**config.mk**
```make
export PLATFORM = sky130hd
export DESIGN_NAME = dpram_port_arbiter
export DESIGN_NICKNAME = d
export VERILOG_FILES = /design/src/rtl/dpram_port_arbiter.sv
export SDC_FILE = /design/constraint.sdc
export NUM_CORES = 1
export LEC_CHECK = 0
export CAP_MARGIN = 5
export CORE_MARGIN = 1.5
export CORE_UTILIZATION = 32
export CTS_BUF_LIST = sky130_fd_sc_hd__clkbuf_8
export DETAILED_ROUTE_END_ITERATION = 8
export PLACE_DENSITY_LB_ADDON = 0.1
export SLEW_MARGIN = 40
export SYNTH_ARGS = -nofsm -noshare
export SYNTH_HDL_FRONTEND = slang
export SYNTH_SLANG_ARGS = --single-unit
export TNS_END_PERCENT = 1
```
**constraint.sdc**
```tcl
create_clock -name clock -period 3.8 [get_ports clock]
set_clock_uncertainty 0.05 [all_clocks]
set_input_delay 1.14 -clock clock [delete_from_list [all_inputs] [get_ports clock]]
set_output_delay 1.14 -clock clock [all_outputs]
set_load 0.03 [all_outputs]
```
**src/rtl/dpram_port_arbiter.sv**
```systemverilog
// Shares one registered-read RAM port among NREQ requesters (req/gnt/rvalid).
// Define DPRAM_ARB_RR_EN for round-robin arbitration; default is fixed priority.
module dpram_port_arbiter #(
   parameter int DATA_W = 8,
   parameter int ADDR_W = 14,
   parameter int NREQ   = 3
) (
   input  logic                   clock,
   input  logic                   reset,
   input  logic [NREQ-1:0]        req,
   input  logic [NREQ-1:0]        we,
   input  logic [NREQ*ADDR_W-1:0] addr,
   input  logic [NREQ*DATA_W-1:0] wdata,
   output logic [NREQ-1:0]        gnt,
   output logic [NREQ-1:0]        rvalid,
   output logic [DATA_W-1:0]      rdata,
   output logic                   busy,
   output logic                   ram_cs,
   output logic                   ram_we,
   output logic [ADDR_W-1:0]      ram_addr,
   output logic [DATA_W-1:0]      ram_wdata,
   input  logic [DATA_W-1:0]      ram_q
);

   localparam int IW = $clog2(NREQ);

   typedef enum logic [1:0] {
      IDLE,
      ACCESS,
      CAPTURE
   } state_t;

   state_t            state_q, state_d;
   logic [NREQ-1:0]   gnt_q, gnt_d;
   logic [NREQ-1:0]   rvalid_q, rvalid_d;
   logic [NREQ-1:0]   own_q, own_d;
   logic              rd_q, rd_d;
   logic              cs_q, cs_d;
   logic              we_q, we_d;
   logic [ADDR_W-1:0] addr_q, addr_d;
   logic [DATA_W-1:0] wdata_q, wdata_d;
   logic [DATA_W-1:0] rdata_q, rdata_d;
   logic [IW-1:0]     win;

`ifdef DPRAM_ARB_RR_EN
   logic [IW-1:0] ptr_q, ptr_d;

   // Any requester at or after the pointer beats the wrapped ones.
   always_comb begin
      win = '0;
      for (int i = NREQ-1; i >= 0; i--)
         if (req[i]) win = IW'(i);
      for (int i = NREQ-1; i >= 0; i--)
         if (req[i] && IW'(i) >= ptr_q) win = IW'(i);
   end

   always_comb begin
      ptr_d = ptr_q;
      if (state_q == IDLE && |req) begin
         if (win == IW'(NREQ-1)) ptr_d = '0;
         else                    ptr_d = win + 1'b1;
      end
   end

   always_ff @(posedge clock) begin
      if (reset) ptr_q <= '0;
      else       ptr_q <= ptr_d;
   end
`else
   always_comb begin
      win = '0;
      for (int i = NREQ-1; i >= 0; i--)
         if (req[i]) win = IW'(i);
   end
`endif

   always_comb begin
      state_d  = state_q;
      gnt_d    = '0;
      rvalid_d = '0;
      own_d    = own_q;
      rd_d     = rd_q;
      cs_d     = 1'b0;
      we_d     = 1'b0;
      addr_d   = addr_q;
      wdata_d  = wdata_q;
      rdata_d  = rdata_q;
      unique case (state_q)
         IDLE: begin
            if (|req) begin
               state_d    = ACCESS;
               gnt_d[win] = 1'b1;
               own_d      = '0;
               own_d[win] = 1'b1;
               rd_d       = ~we[win];
               cs_d       = 1'b1;
               we_d       = we[win];
               addr_d     = addr[int'(win)*ADDR_W +: ADDR_W];
               wdata_d    = wdata[int'(win)*DATA_W +: DATA_W];
            end
         end
         ACCESS: begin
            state_d = rd_q ? CAPTURE : IDLE;
         end
         CAPTURE: begin
            state_d  = IDLE;
            rdata_d  = ram_q;
            rvalid_d = own_q;
         end
         default: state_d = IDLE;
      endcase
   end

   always_ff @(posedge clock) begin
      if (reset) begin
         state_q  <= IDLE;
         gnt_q    <= '0;
         rvalid_q <= '0;
         own_q    <= '0;
         rd_q     <= 1'b0;
         cs_q     <= 1'b0;
         we_q     <= 1'b0;
         addr_q   <= '0;
         wdata_q  <= '0;
         rdata_q  <= '0;
      end else begin
         state_q  <= state_d;
         gnt_q    <= gnt_d;
         rvalid_q <= rvalid_d;
         own_q    <= own_d;
         rd_q     <= rd_d;
         cs_q     <= cs_d;
         we_q     <= we_d;
         addr_q   <= addr_d;
         wdata_q  <= wdata_d;
         rdata_q  <= rdata_d;
      end
   end

   assign gnt       = gnt_q;
   assign rvalid    = rvalid_q;
   assign rdata     = rdata_q;
   assign busy      = (state_q != IDLE);
   assign ram_cs    = cs_q;
   assign ram_we    = we_q;
   assign ram_addr  = addr_q;
   assign ram_wdata = wdata_q;

endmodule

```
==> flow_summary_export.csv, run 1 <==
group,metric,value,unit
run_status,outcome,"finished clean",
pwr,p_leak,1.28,nW
yosys,yosysMostFrequentCell,"nand2_1",
yosys,yosys.area_share.adder,0,%
yosys,synth_xor_area_share,0,%
route,firstDrtPassIters,4,
worst_setup_path,crit_path_end_kind,"output pin",
timing,setup_viol,0,
timing,hold_viol_final,0,
min_path,hold_class,"reg2reg",
run,cap_violations,0,
worst_setup_path,required,2.61,ns
floorplanning,die-area,7040,um^2
route,drc,0,
clock_tree,tritoncts.num_buffers,5,
timing,maxSlewHeadroom,54.5,%
timing,whs,0.409,ns
pwr,power_density,337,nW/um^2
grt,grt_overflow,0,
yosys,synth_top_cell_area_share,42.0,%
timing,slew_violations,0,
route,met2_length,3030,um
worst_setup_path,critPathMaxFanout,22,
worst_setup_path,worstRegToRegCells,5,
place,hpwlAfterDp,4570,um
route,drtAntennaViolNets,0,
clock_tree,post-cts-setup-buffers,0,
route,routed_wl,6310,um
clock_tree,cts.repair.resized,0,
yosys,yosys.area.top_type,"dfxtp_1",
grt,grt_pass1_vias,2152,
worst_setup_path,cp_slowest_cell,"clkdlybuf4s50_1",
clock_tree,htree_levels,2,
route,drt_iter0_drc,78,
place,port_buffers,120,
timing,fmax,0.322,GHz
cells_and_area,nets,445,
floorplanning,chipHeight,83.9,um
worst_setup_path,cp_data_arrival_time,1.92,ns
timing,rsz0062_at_grt,"false",
floorplanning,ios,121,
yosys,syn_inst,251,
place,gp_congestion,0.729,
floorplanning,rows,29,
worst_setup_path,regToRegStartpoint,"state_q[1]",
yosys,synth_top_family_by_area,"compound AO/OA/AOI/OAI gates",
yosys,syn_area,2100,um^2
cells_and_area,syn2layout_area_growth,63.7,%
yosys,synth_compound_area_share,25.0,%
min_path,holdPathEnd,"rdata[2]",
clock_tree,cts_root_buf,"clkbuf_8",
yosys,ys_top_cells_by_area,"dfxtp_1 42%, nand2_1 9.3%, a311oi_1 7.1%",
floorplanning,core_area,6350,um^2
timing,min_period,3.11,ns
route,highest_layer,"met4",
timing,fin_setup_tns,0,ns
yosys,synth_top_cells_by_count,"52 x nand2_1, 44 x dfxtp_1, 28 x a21oi_1",
worst_setup_path,path_cells,"nor2_2 > buf_4 > inv_1 > clkdlybuf4s50_1",
yosys,synth_edf_count,0,
yosys,async_reset_ff_share,0,%
clock_tree,ctsLongestPathBuffers,2,
route,viasPerCell,4.99,
yosys,yosysWarnings,0,
grt,grt_max_degree,38,
clock_tree,clk_pin_slew,0.08,ns
cells_and_area,drive_above_1_share,5.49,%
yosys,yosys.area_share.simple,24.1,%
timing,fin_crit_sh,81.7,%
yosys,synth-seq-cells,44,
route,wl_met3,505,um
timing,worst_pin_slew,0.681,ns
grt,antenna_found_initial,0,
yosys,synth-seq-area-share,42.0,%
worst_setup_path,rr_endpoint,"ram_addr[2]",
worst_setup_path,critical-path-max-stage-delay,0.72,ns
yosys,syn-num-nets,333,
clock_tree,clock_sinks,44,
min_path,hold_path_startpoint,"rdata[2]",
clock_tree,clk_latency,0.29,ns
worst_setup_path,r2r_slack,2.06,ns
floorplanning,die_w,83.9,um
cells_and_area,n_antenna_cell,0,
yosys,ys.flop_type,"dfxtp_1",
worst_setup_path,crit_type,"reg2out",
yosys,muxShareOfSynthArea,2.39,%
pwr,peakVddDrop,0.188,mV
yosys,syn_avg_cell_area,8.35,um^2
min_path,holdPathStages,2,
route,vias,2202,
floorplanning,initial_core_util,33.0,%
clock_tree,cts_tree,"yes",
grt,track_usage,17.9,%
grt,grt_pass1_wl,10300,um
route,drt-met1-wl,2720,um
worst_setup_path,start_kind,"register",
clock_tree,hold_buffers,0,
route,wl_per_cell,14.3,um
yosys,yosysUniqueCellTypes,31,
-- worst max-delay path by stage --
stage	cells after the start	slack (ns)	endpoint	start
5_1_grt	4	0.57	busy	state_q[1]
3_5_place_dp	4	0.58	ram_addr[3]	req[2]
6_report	4	0.69	busy	state_q[1]
4_1_cts	4	0.70	busy	state_q[1]
2_1_floorplan	5	1.54	ram_addr[10]	req[0]
3_3_place_gp	4	0.61	ram_wdata[4]	req[2]
-- worst max-delay path: cells and delay by family (launching register included) --
family	cells	cell delay (ns)
flip-flops	1	0.42
buffers and inverters	3	1.14
AND/OR/NAND/NOR	1	0.06
-- state kept, by name (all words and copies together), names as in the netlist --
| signal | flops |
|---|---|
| ram_we | 1 |
| rdata | 8 |
| rvalid | 3 |
| ram_cs | 1 |
| own_q | 3 |
| ram_addr | 14 |
| ram_wdata | 8 |
| rd_q | 1 |
| gnt | 3 |
| state_q | 2 |
-- through the flow --
step	utilization [%]	total power, mW	cell area (um^2)	instances	setup slack (ns)
floorplan	-	0.701	2100	251	1.54
detailed placement	52.6	0.879	3340	433	0.578
finish	54.0	1.16	3430	441	0.695
global placement	52.6	0.877	3340	433	0.610
global route	54.0	1.22	3430	441	0.570
CTS	54.0	1.17	3430	441	0.697
-- layout make-up --
| type | instances | area [um^2] |
|---|---|---|
| clock buffer | 5 | 68.8 |
| sequential | 44 | 881 |
| multi-input combinational | 178 | 1090 |
| inverter | 7 | 26.3 |
| timing repair buffer | 127 | 1250 |
| fill | 602 | 2920 |
| clock inverter | 3 | 18.8 |
| tap | 77 | 96.3 |
-- metal layers --
metal  GRT usage (%)  vias up
met4            4.02        0
met1            21.3      997
met3            6.23        5
met5               0        -
li1                -     1112
met2            30.9       88
-- logic make-up (layout without fill, tap and decap cells) --
logic type      after synthesis  after routing
buf+inv                      29            142
simple gates                 98             98
compound gates               75             75
flops                        44             44
mux                           5              5
-- cells in the final DEF, fill, tap and decap left out, types with 2 or more instances in the layout --
master and count:
o221ai_1 5, buf_4 7, a211oi_1 2, and2_1 2, inv_1 7, dfxtp_1 44, o21ai_0 3, a21o_1 18
nand2_1 52, nor2_1 4, clkdlybuf4s50_1 120, nand2b_1 3, mux2i_1 5, clkbuf_8 5, nor3_1 2, a311oi_1 17
nand3_1 5, clkinv_2 2, nand3b_1 17, a21oi_1 28, nor3b_1 5
-- power by group --
| part | total, mW | internal [mW] | switching (mW) | leakage (nW) |
|---|---|---|---|---|
| clock network | 0.288 | 0.128 | 0.160 | 0.0479 |
| logic | 0.352 | 0.179 | 0.173 | 0.869 |
| registers | 0.516 | 0.496 | 0.0190 | 0.362 |
| total | 1.16 | 0.803 | 0.352 | 1.28 |
Note: power is estimated with default switching activity, not from simulation.
==> run 2: changes to the inputs <==
- clock period: 3.8 -> 2.7 ns (I/O delays scaled with it)
==> run 2 against run 1 <==
Final area grew 3.1%. Combinational power grew 44%. Die area is the same. Critical path type unchanged.
==> flow_summary_export.csv, run 2 (same netlist as run 1, synthesis figures left out) <==
group,metric,value,unit
run_status,outcome,"finished clean",
run,cap_violations,0,
route,drtAntennaViolNets,0,
cells_and_area,largest_reg_flops,14,
floorplanning,die_w,83.9,um
worst_setup_path,critPathBufInv,2,
grt,grt_max_degree,24,
clock_tree,clk_latency,0.29,ns
pwr,power_density,497,nW/um^2
timing,fin_setup_tns,0,ns
timing,fin_crit_sh,94.7,%
clock_tree,cts.repair.resized,0,
worst_setup_path,required,1.84,ns
cells_and_area,n_antenna_cell,0,
pwr,p_leak,1.34,nW
pwr,peakVddDrop,0.252,mV
clock_tree,clk_pin_slew,0.08,ns
worst_setup_path,cp_data_arrival_time,1.70,ns
worst_setup_path,critPathMaxFanout,6,
place,port_buffers,120,
clock_tree,post-cts-setup-buffers,0,
worst_setup_path,start_kind,"register",
timing,slew_violations,0,
floorplanning,die-area,7040,um^2
grt,grt_overflow,0,
worst_setup_path,crit_family,"buffers and inverters",
route,wl_per_cell,13.6,um
timing,rsz0062_at_grt,"false",
clock_tree,hold_buffers,0,
route,firstDrtPassIters,4,
grt,grt_pass1_vias,2094,
grt,grt_pass1_wl,9890,um
timing,setup_viol,0,
worst_setup_path,crit_type,"reg2out",
floorplanning,rows,29,
floorplanning,ios,121,
worst_setup_path,crit_path_end_kind,"output pin",
clock_tree,cts_root_buf,"clkbuf_8",
cells_and_area,layout_commonest_cell,"clkdlybuf4s50_1",
worst_setup_path,critical-path-max-stage-delay,0.73,ns
place,hpwlAfterDp,4570,um
timing,min_period,2.56,ns
grt,antenna_found_initial,0,
floorplanning,chipHeight,83.9,um
route,viasPerCell,4.85,
cells_and_area,ff_latch_area,881,um^2
route,vias,2178,
worst_setup_path,cp_slowest_cell,"clkdlybuf4s50_1",
timing,worst_pin_slew,0.533,ns
timing,fmax,0.391,GHz
timing,maxSlewHeadroom,64.4,%
grt,track_usage,17.2,%
route,drt_iter0_drc,39,
floorplanning,core_area,6350,um^2
worst_setup_path,path_cells,"nor2_2 > inv_1 > clkdlybuf4s50_1",
clock_tree,tritoncts.num_buffers,5,
place,gp_congestion,0.752,
route,routed_wl,6110,um
floorplanning,initial_core_util,33.0,%
clock_tree,clock_sinks,44,
cells_and_area,drive_above_1_share,7.53,%
cells_and_area,syn2layout_area_growth,68.8,%
clock_tree,cts_tree,"yes",
clock_tree,ctsLongestPathBuffers,2,
timing,hold_viol_final,0,
cells_and_area,multi_input_area,1090,um^2
clock_tree,htree_levels,2,
cells_and_area,layout_common_cells,"120 x clkdlybuf4s50_1, 52 x nand2_1, 44 x dfxtp_1",
route,drc,0,
cells_and_area,nFillCells,595,
cells_and_area,nets,453,
pwr,total_power,1.76,mW
min_path,hold_class,"reg2reg",
worst_setup_path,r2r_slack,1.28,ns
run 2: cell types whose count changed in the layout (fill, tap and decap cells not counted), sizes merged:
cell | before | now
clkbuf | 5 | 6
clkinv | 3 | 1
buf | 7 | 15
bufinv | 0 | 1
run 2: power breakdown:
part	total, mW	switching, mW	internal [mW]
Sequential	0.724	0.0257	0.699
Clock	0.525	0.223	0.303
Combinational	0.507	0.245	0.263
Total	1.76	0.493	1.26
run 2: per-stage QoR:
step	cells	setup slack [ns]	utilization [%]	cell area [um^2]	hold slack, ns
6_report	449	0.144	55.7	3540	0.405
3_3_place_gp	441	0.103	53.7	3410	0.392
2_1_floorplan	251	0.768	-	2100	0.384
4_1_cts	449	0.156	55.6	3530	0.409
3_5_place_dp	441	0.0625	53.7	3410	0.397
5_1_grt	449	0.0446	55.7	3540	0.426
run 2: worst paths after layout:
kind,cells past startpoint,start,endpoint
worst min-delay path,2,rdata[7],rdata[7]
worst min register to register,2,rdata[7],rdata[7]
worst max-delay path,3,state_q[1],busy
worst max register to register,4,state_q[1],ram_wdata[4]
run 2: final cells by class:
class / count / area share [%]
Clock inverter: 2 / 1.10
Inverter: 7 / 0.743
Multi-Input combinational cell: 178 / 30.7
Timing Repair Buffer: 135 / 37.5
Clock buffer: 6 / 2.33
Tap cell: 77 / 2.72
Sequential cell: 44 / 24.9
run 2: tightest hold or removal path, cell delays in order (launching register included):
cell and delay, ns:
dfxtp_1 0.31, nand2_1 0.05, a21oi_1 0.05
run 2: per-layer routing:
metal  GRT usage (%)  up-vias  wire (um)
met3            5.74        6        475
met1            21.6      963       2760
met2            28.4       78       2830
met4            4.02        0         43
li1                -     1131          -
met5               0        -          0
